<file path="src/rtl/store_write_buffer_pkg.sv">
// Shared encodings for the store write buffer: access sizes, byte-enable
// constants, drain FSM states and the store alignment rule.
package store_write_buffer_pkg;

  localparam logic [1:0] SIZE_BYTE    = 2'b00;
  localparam logic [1:0] SIZE_HALF    = 2'b01;
  localparam logic [1:0] SIZE_WORD    = 2'b10;
  localparam logic [1:0] SIZE_ILLEGAL = 2'b11;

  localparam logic [3:0] BE_NONE = 4'b0000;
  localparam logic [3:0] BE_ALL  = 4'b1111;

  typedef enum logic {
    IDLE  = 1'b0,
    ISSUE = 1'b1
  } drain_state_e;

  // Natural alignment: half on even bytes, word on word boundaries, 11 never legal.
  function automatic logic store_misaligned(input logic [1:0] size, input logic [1:0] addr_lo);
    logic bad;
    case (size)
      SIZE_BYTE: bad = 1'b0;
      SIZE_HALF: bad = addr_lo[0];
      SIZE_WORD: bad = (addr_lo != 2'b00);
      default:   bad = 1'b1;
    endcase
    return bad;
  endfunction

endpackage

</file>
<file path="src/rtl/store_write_buffer_lane_aligner.sv">
// Combinational store lane aligner: replicates right-justified store data
// across the byte lanes and derives little-endian byte enables.
module store_lane_aligner
  import store_write_buffer_pkg::*;
(
  input  logic [1:0]  size,
  input  logic [1:0]  addr_lo,
  input  logic [31:0] data,
  output logic [31:0] wdata,
  output logic [3:0]  be,
  output logic        misaligned
);

  // Lane replication and byte-enable generation per access size.
  always_comb begin
    wdata      = 32'h0000_0000;
    be         = BE_NONE;
    misaligned = store_misaligned(size, addr_lo);
    case (size)
      SIZE_BYTE: begin
        wdata = {4{data[7:0]}};
        be    = 4'b0001 << addr_lo;
      end
      SIZE_HALF: begin
        wdata = {2{data[15:0]}};
        be    = addr_lo[1] ? 4'b1100 : 4'b0011;
      end
      SIZE_WORD: begin
        wdata = data;
        be    = BE_ALL;
      end
      default: begin
        wdata = 32'h0000_0000;
        be    = BE_NONE;
      end
    endcase
  end

endmodule

</file>
<file path="src/rtl/store_write_buffer.sv">
// Store write buffer: aligns sb/sh/sw stores into byte lanes, queues them in a
// small FIFO and drains them to data memory over a req/ack handshake.
module store_write_buffer
  import store_write_buffer_pkg::*;
#(
  parameter int DEPTH = 4,
  parameter int AW    = 32
) (
  input  logic                       clk,
  input  logic                       reset,
  input  logic                       st_valid,
  output logic                       st_ready,
  input  logic [1:0]                 st_size,
  input  logic [AW-1:0]              st_addr,
  input  logic [31:0]                st_data,
  output logic                       st_misaligned,
  output logic                       mem_req,
  output logic [AW-1:0]              mem_addr,
  output logic [31:0]                mem_wdata,
  output logic [3:0]                 mem_be,
  input  logic                       mem_ack,
  output logic [$clog2(DEPTH):0]     count
);

  localparam int PW = $clog2(DEPTH);
  localparam int CW = PW + 1;

  logic [31:0]   align_wdata_s;
  logic [3:0]    align_be_s;
  logic          align_mis_s;
  logic          accept_s;
  logic          push_s;
  logic          pop_s;
  logic [CW-1:0] count_next_s;
  drain_state_e  state_next_s;

  logic [AW-3:0] addr_mem_r  [DEPTH];
  logic [31:0]   wdata_mem_r [DEPTH];
  logic [3:0]    be_mem_r    [DEPTH];
  logic [PW-1:0] wr_ptr_r;
  logic [PW-1:0] rd_ptr_r;
  logic [CW-1:0] count_r;
  logic          ready_r;
  logic          misaligned_r;
  drain_state_e  state_r;

  store_lane_aligner u_aligner (
    .size       (st_size),
    .addr_lo    (st_addr[1:0]),
    .data       (st_data),
    .wdata      (align_wdata_s),
    .be         (align_be_s),
    .misaligned (align_mis_s)
  );

  // Handshake qualification and next occupancy; a rejected store is consumed but never queued.
  always_comb begin
    accept_s     = st_valid && ready_r;
    push_s       = accept_s && !align_mis_s;
    pop_s        = (state_r == ISSUE) && mem_ack;
    count_next_s = count_r;
    case ({push_s, pop_s})
      2'b10:   count_next_s = count_r + CW'(1);
      2'b01:   count_next_s = count_r - CW'(1);
      default: count_next_s = count_r;
    endcase
  end

  // Drain FSM next state; ISSUE holds across back-to-back entries so mem_req never dips.
  always_comb begin
    state_next_s = state_r;
    case (state_r)
      IDLE: begin
        if (count_r != CW'(0)) state_next_s = ISSUE;
        else                   state_next_s = IDLE;
      end
      ISSUE: begin
        if (pop_s && (count_next_s == CW'(0))) state_next_s = IDLE;
        else                                   state_next_s = ISSUE;
      end
      default: state_next_s = IDLE;
    endcase
  end

  // Control registers: pointers, occupancy, ready, misalign pulse and FSM state.
  always_ff @(posedge clk) begin
    if (reset) begin
      wr_ptr_r     <= {PW{1'b0}};
      rd_ptr_r     <= {PW{1'b0}};
      count_r      <= {CW{1'b0}};
      ready_r      <= 1'b1;
      misaligned_r <= 1'b0;
      state_r      <= IDLE;
    end else begin
      if (push_s) wr_ptr_r <= wr_ptr_r + PW'(1);
      if (pop_s)  rd_ptr_r <= rd_ptr_r + PW'(1);
      count_r      <= count_next_s;
      ready_r      <= (count_next_s != CW'(DEPTH));
      misaligned_r <= accept_s && align_mis_s;
      state_r      <= state_next_s;
    end
  end

  // FIFO payload storage; contents are don't-care until the pointers cover them.
  always_ff @(posedge clk) begin
    if (push_s) begin
      addr_mem_r[wr_ptr_r]  <= st_addr[AW-1:2];
      wdata_mem_r[wr_ptr_r] <= align_wdata_s;
      be_mem_r[wr_ptr_r]    <= align_be_s;
    end
  end

  assign st_ready      = ready_r;
  assign st_misaligned = misaligned_r;
  assign mem_req       = (state_r == ISSUE);
  assign mem_addr      = {addr_mem_r[rd_ptr_r], 2'b00};
  assign mem_wdata     = wdata_mem_r[rd_ptr_r];
  assign mem_be        = be_mem_r[rd_ptr_r];
  assign count         = count_r;

endmodule

</file>
<file path="config.mk">
export PLATFORM = sky130hd
export DESIGN_NAME = store_write_buffer
export DESIGN_NICKNAME = d
export VERILOG_FILES = /design/src/rtl/store_write_buffer_pkg.sv /design/src/rtl/store_write_buffer_lane_aligner.sv /design/src/rtl/store_write_buffer.sv
export SDC_FILE = /design/constraint.sdc
export NUM_CORES = 1
export LEC_CHECK = 0
export ABC_AREA = 1
export CAP_MARGIN = 20
export CORE_MARGIN = 1
export CORE_UTILIZATION = 40
export CTS_CLUSTER_DIAMETER = 60
export DETAILED_ROUTE_END_ITERATION = 10
export SYNTH_ARGS = -nofsm -noshare
export SYNTH_HDL_FRONTEND = slang
export SYNTH_SLANG_ARGS = --single-unit
</file>
<file path="constraint.sdc">
create_clock -name clk -period 8 [get_ports clk]
set_clock_uncertainty 0.15 [all_clocks]
set_input_delay 1.2 -clock clk [delete_from_list [all_inputs] [get_ports clk]]
set_output_delay 1.2 -clock clk [all_outputs]
set_load 0.05 [all_outputs]
</file>
==> impl_table.tex <==
\begin{tabular}{lr}
\hline
Metric & Value \\
\hline
\multicolumn{2}{l}{\textbf{Worst setup path}} \\
Max FO, Critical Path & 95 \\
Worst path arrival time & 3.67 ns \\
Number of buffers and inverters on the critical path & 3 \\
Kind of launch point of the worst setup path & register \\
CP max stage delay & 0.87 ns \\
Category of the most critical setup path & register to output port \\
Kind of cell adding the most delay to the critical path & buffers and inverters \\
Reg-to-reg setup timing slack & 5.31 ns \\
Master of the slowest instance on the critical path & sky130\_fd\_sc\_hd\_\_clkdlybuf4s50\_1 \\
Cell chain of the critical path & inv\_4 > buf\_4 > o21ai\_0 > o22ai\_1 > clkdlybuf4s50\_1 \\
Path depth of the worst reg2reg path & 5 \\
Worst Setup End Kind & output port \\
Reg2reg end & addr\_mem\_r[2][13] \\
Worst reg2reg path startpoint & st\_ready \\
Data required time of the worst path & 6.65 ns \\
\multicolumn{2}{l}{\textbf{Cells and area}} \\
Most common cell after layout, fill and taps aside & sky130\_fd\_sc\_hd\_\_edfxtp\_1 \\
Synthesis-to-finish area growth & 25.3\% \\
Layout cell share with drive strength beyond 1 & 0.0779 \\
Nets & 1027 \\
Commonest cells after routing, fill and taps aside & 264 x sky130\_fd\_sc\_hd\_\_edfxtp\_1, 149 x sky130\_fd\_sc\_hd\_\_nor2\_1, 141 x sky130\_fd\_sc\_hd\_\_clkdlybuf4s50\_1, 136 x sky130\_fd\_sc\_hd\_\_o21ai\_0, 66 x sky130\_fd\_sc\_hd\_\_o22ai\_1 \\
\multicolumn{2}{l}{\textbf{STA}} \\
Final Hold Violating Endpoints & 0 \\
Aggregate negative setup slack & 0 ns \\
Worst-case setup margin in the final layout & 2.98 ns \\
Min Clock Period, post-route & 5.02 ns \\
Number of failing setup endpoints in the final timing report & 0 \\
Minimum hold slack & 0.323 ns \\
RSZ-0062 raised after global routing & no \\
Maximum operating frequency & 0.199 GHz \\
Period utilization & 0.627 \\
Max-slew violation total from the final report & 0 \\
Slew Limit Headroom & 0.325 \\
Slew of the pin with the lowest slew margin & 1.01 ns \\
\multicolumn{2}{l}{\textbf{Power and ir drop}} \\
Switching share of power & 0.286 \\
Combinational share of power & 0.189 \\
Flop pwr share & 0.454 \\
Net switching power of the design & 0.00105 W \\
Total power per unit cell area & 273 nW/um\^{}2 \\
Sum of internal, switching and leakage power & 0.00367 W \\
Maximum resistive drop on vdd & 0.187 mV \\
Share of power burned in the clock network & 0.356 \\
Internal power & 0.00262 W \\
Static power due to leakage & 4.58 nW \\
\multicolumn{2}{l}{\textbf{Route}} \\
DRC violation total after the first TritonRoute iteration & 434 \\
Pre-Repair DR Iteration Count & 8 \\
Vias per cell & 5.20 \\
Vias & 6820 \\
DRC errors left & 14 \\
Final Routed Wirelength & 24800 um \\
Final routed wire length divided by cell count & 18.9 um \\
Number of nets with antenna violations after detailed routing & 0 \\
\multicolumn{2}{l}{\textbf{Floorplanning}} \\
Area enclosed by the die boundary & 27500 sq um \\
Initial Utilization & 0.409 \\
Top-level I/O count & 144 \\
Core Rows & 59 \\
Core area & 26200 sq um \\
Chip Width & 166 um \\
Height of the chip & 166 um \\
\multicolumn{2}{l}{\textbf{Yosys}} \\
Synthesized area per cell & 13.2 sq um \\
Sequential-to-total area share from yosys stat & 0.761 \\
Cell area after synthesis & 10700 sq um \\
Number of cells produced by synthesis & 813 \\
Register bit count reported by yosys & 276 \\
Cell variety after synth & 30 \\
Fraction of synthesis flops using an asynchronous set or reset pin & 0 \\
Ys flop type & sky130\_fd\_sc\_hd\_\_edfxtp\_1 \\
Number of flops mapped to enable cells by yosys & 264 \\
Count of synthesis-stage warnings from yosys & 0 \\
\multicolumn{2}{l}{\textbf{Outcome}} \\
Violated checks & DRC \\
Outcome & finished with violations \\
\multicolumn{2}{l}{\textbf{Placement}} \\
Count of buffers inserted at the top-level ports & 141 \\
Post-Place Worst Slack & 3.49 ns \\
Detailed placer's ending HPWL & 14800 um \\
Placer congestion estimate & 0.860 \\
\multicolumn{2}{l}{\textbf{Worst hold path}} \\
Hold/Removal Path Class & register to register \\
Worst Hold Launch & rd\_ptr\_r[0] \\
Worst hold stages & 1 \\
\multicolumn{2}{l}{\textbf{Clock network}} \\
Clock Pin Slew Worst Setup and Hold Paths & 0.06 ns \\
Number of setup buffers added after CTS & 0 \\
Quantity of hold-fixing buffers added after cts & 0 \\
\# H-tree levels & 1 \\
Latest clock arrival within the worst-skew pair & 0.54 ns \\
Num CTS Buffers & 30 \\
Number of gates resized after cts & 0 \\
Clock root cell & sky130\_fd\_sc\_hd\_\_clkbuf\_16 \\
TritonCTS clock tree & yes \\
CTS max path bufs & 3 \\
Number of clock sinks & 276 \\
\multicolumn{2}{l}{\textbf{Global route}} \\
Maximum number of pins on one net before global-route repair & 96 \\
First-pass GRT wire length & 38600 um \\
GRT Residual Overflow & 0 \\
Initial antenna violation count & 1 \\
GRT Total Usage & 0.180 \\
Via count of the first global-routing pass & 6712 \\
\multicolumn{2}{l}{\textbf{Run}} \\
Max-cap violation count & 0 \\
\hline
\end{tabular}
## synthesized netlist by cell type, types with 2 or more instances
library cell | instances | area, sq um
sky130_fd_sc_hd__inv_2 | 3 | 11.3
sky130_fd_sc_hd__nand2_1 | 49 | 184
sky130_fd_sc_hd__o21ai_0 | 136 | 681
sky130_fd_sc_hd__inv_1 | 30 | 113
sky130_fd_sc_hd__buf_2 | 11 | 55.1
sky130_fd_sc_hd__dfxtp_1 | 12 | 240
sky130_fd_sc_hd__nand2_4 | 3 | 33.8
sky130_fd_sc_hd__o211ai_1 | 3 | 22.5
sky130_fd_sc_hd__nand3b_1 | 2 | 15.0
sky130_fd_sc_hd__clkbuf_1 | 33 | 124
sky130_fd_sc_hd__nand3_1 | 12 | 60.1
sky130_fd_sc_hd__edfxtp_1 | 264 | 7930
sky130_fd_sc_hd__buf_4 | 2 | 15.0
sky130_fd_sc_hd__nor2_1 | 153 | 574
sky130_fd_sc_hd__o22ai_1 | 66 | 413
sky130_fd_sc_hd__a21oi_1 | 4 | 20.0
sky130_fd_sc_hd__o21ai_1 | 14 | 70.1
sky130_fd_sc_hd__ha_1 | 4 | 50.1
## state kept, by name (all words and copies together) (netlist names), named ones only
signal	flops
wdata_mem_r	128
addr_mem_r	120
be_mem_r	16
count	3
rd_ptr_r	2
wr_ptr_r	2
mem_req	1
st_misaligned	1
st_ready	1
## layer usage
metal / up-vias / GRT usage / part of all wire
li1: 3261 / - / -
met1: 3344 / 0.243 / 0.44
met2: 178 / 0.306 / 0.49
met3: 37 / 0.0243 / 0.043
met4: 0 / 0.0508 / 0.019
met5: - / 0 / 0
## cell families after synthesis
family	share of synthesized area
flip-flops	0.761
AO/OA/AOI/OAI	0.116
AND/OR/NAND/NOR	0.0857
buffers and inverters	0.0296
adder cells (fa/ha/maj)	0.00653
XOR/XNOR	0.000817
other	0.000350
## area by class of cell
| cell class | count | area, sq um |
|---|---|---|
| fill | 2208 | 12800 |
| sequential | 276 | 8170 |
| multi-input combinational | 459 | 2280 |
| timing repair buffer | 152 | 1490 |
| clock buffer | 35 | 791 |
| tap | 335 | 419 |
| clock inverter | 20 | 159 |
| inverter | 33 | 126 |
| antenna | 1 | 2.50 |
## worst max path at each step
stage,startpoint,end,slack (ns),cells past startpoint
CTS,register,mem_be[3],2.93,5
global route,register,mem_be[1],2.73,5
global placement,st_size[1],addr_mem_r[2][10],3.53,7
floorplan,st_size[1],addr_mem_r[0][0],2.99,5
finish,register,mem_wdata[6],2.98,5
detailed placement,st_size[1],addr_mem_r[2][10],3.49,7
## worst reg2reg max path, delay by kind of cell, from the launching register on
family                 cells  cell delay [ns]
buffers and inverters      2             0.79
DFF                        1             0.33
and+or+nand+nor            3             1.04
## stage by stage
stage,instances,instance area (sq um),util
finish,1311,13400,0.513
global route,1311,13400,0.513
CTS,1309,13400,0.512
detailed placement,1254,12500,0.476
global placement,1254,12500,0.476
floorplan,814,10700,-
## power groups by stage
stage	registers [W]	clock network (W)	logic, W
CTS	0.00167	0.00134	0.000703
global placement	0.00170	0	0.000696
detailed placement	0.00170	0	0.000701
global route	0.00167	0.00139	0.000739
floorplan	0.00171	0	0.000439
finish	0.00167	0.00131	0.000696
No activity file was read; power rests on OpenSTA's default activity.
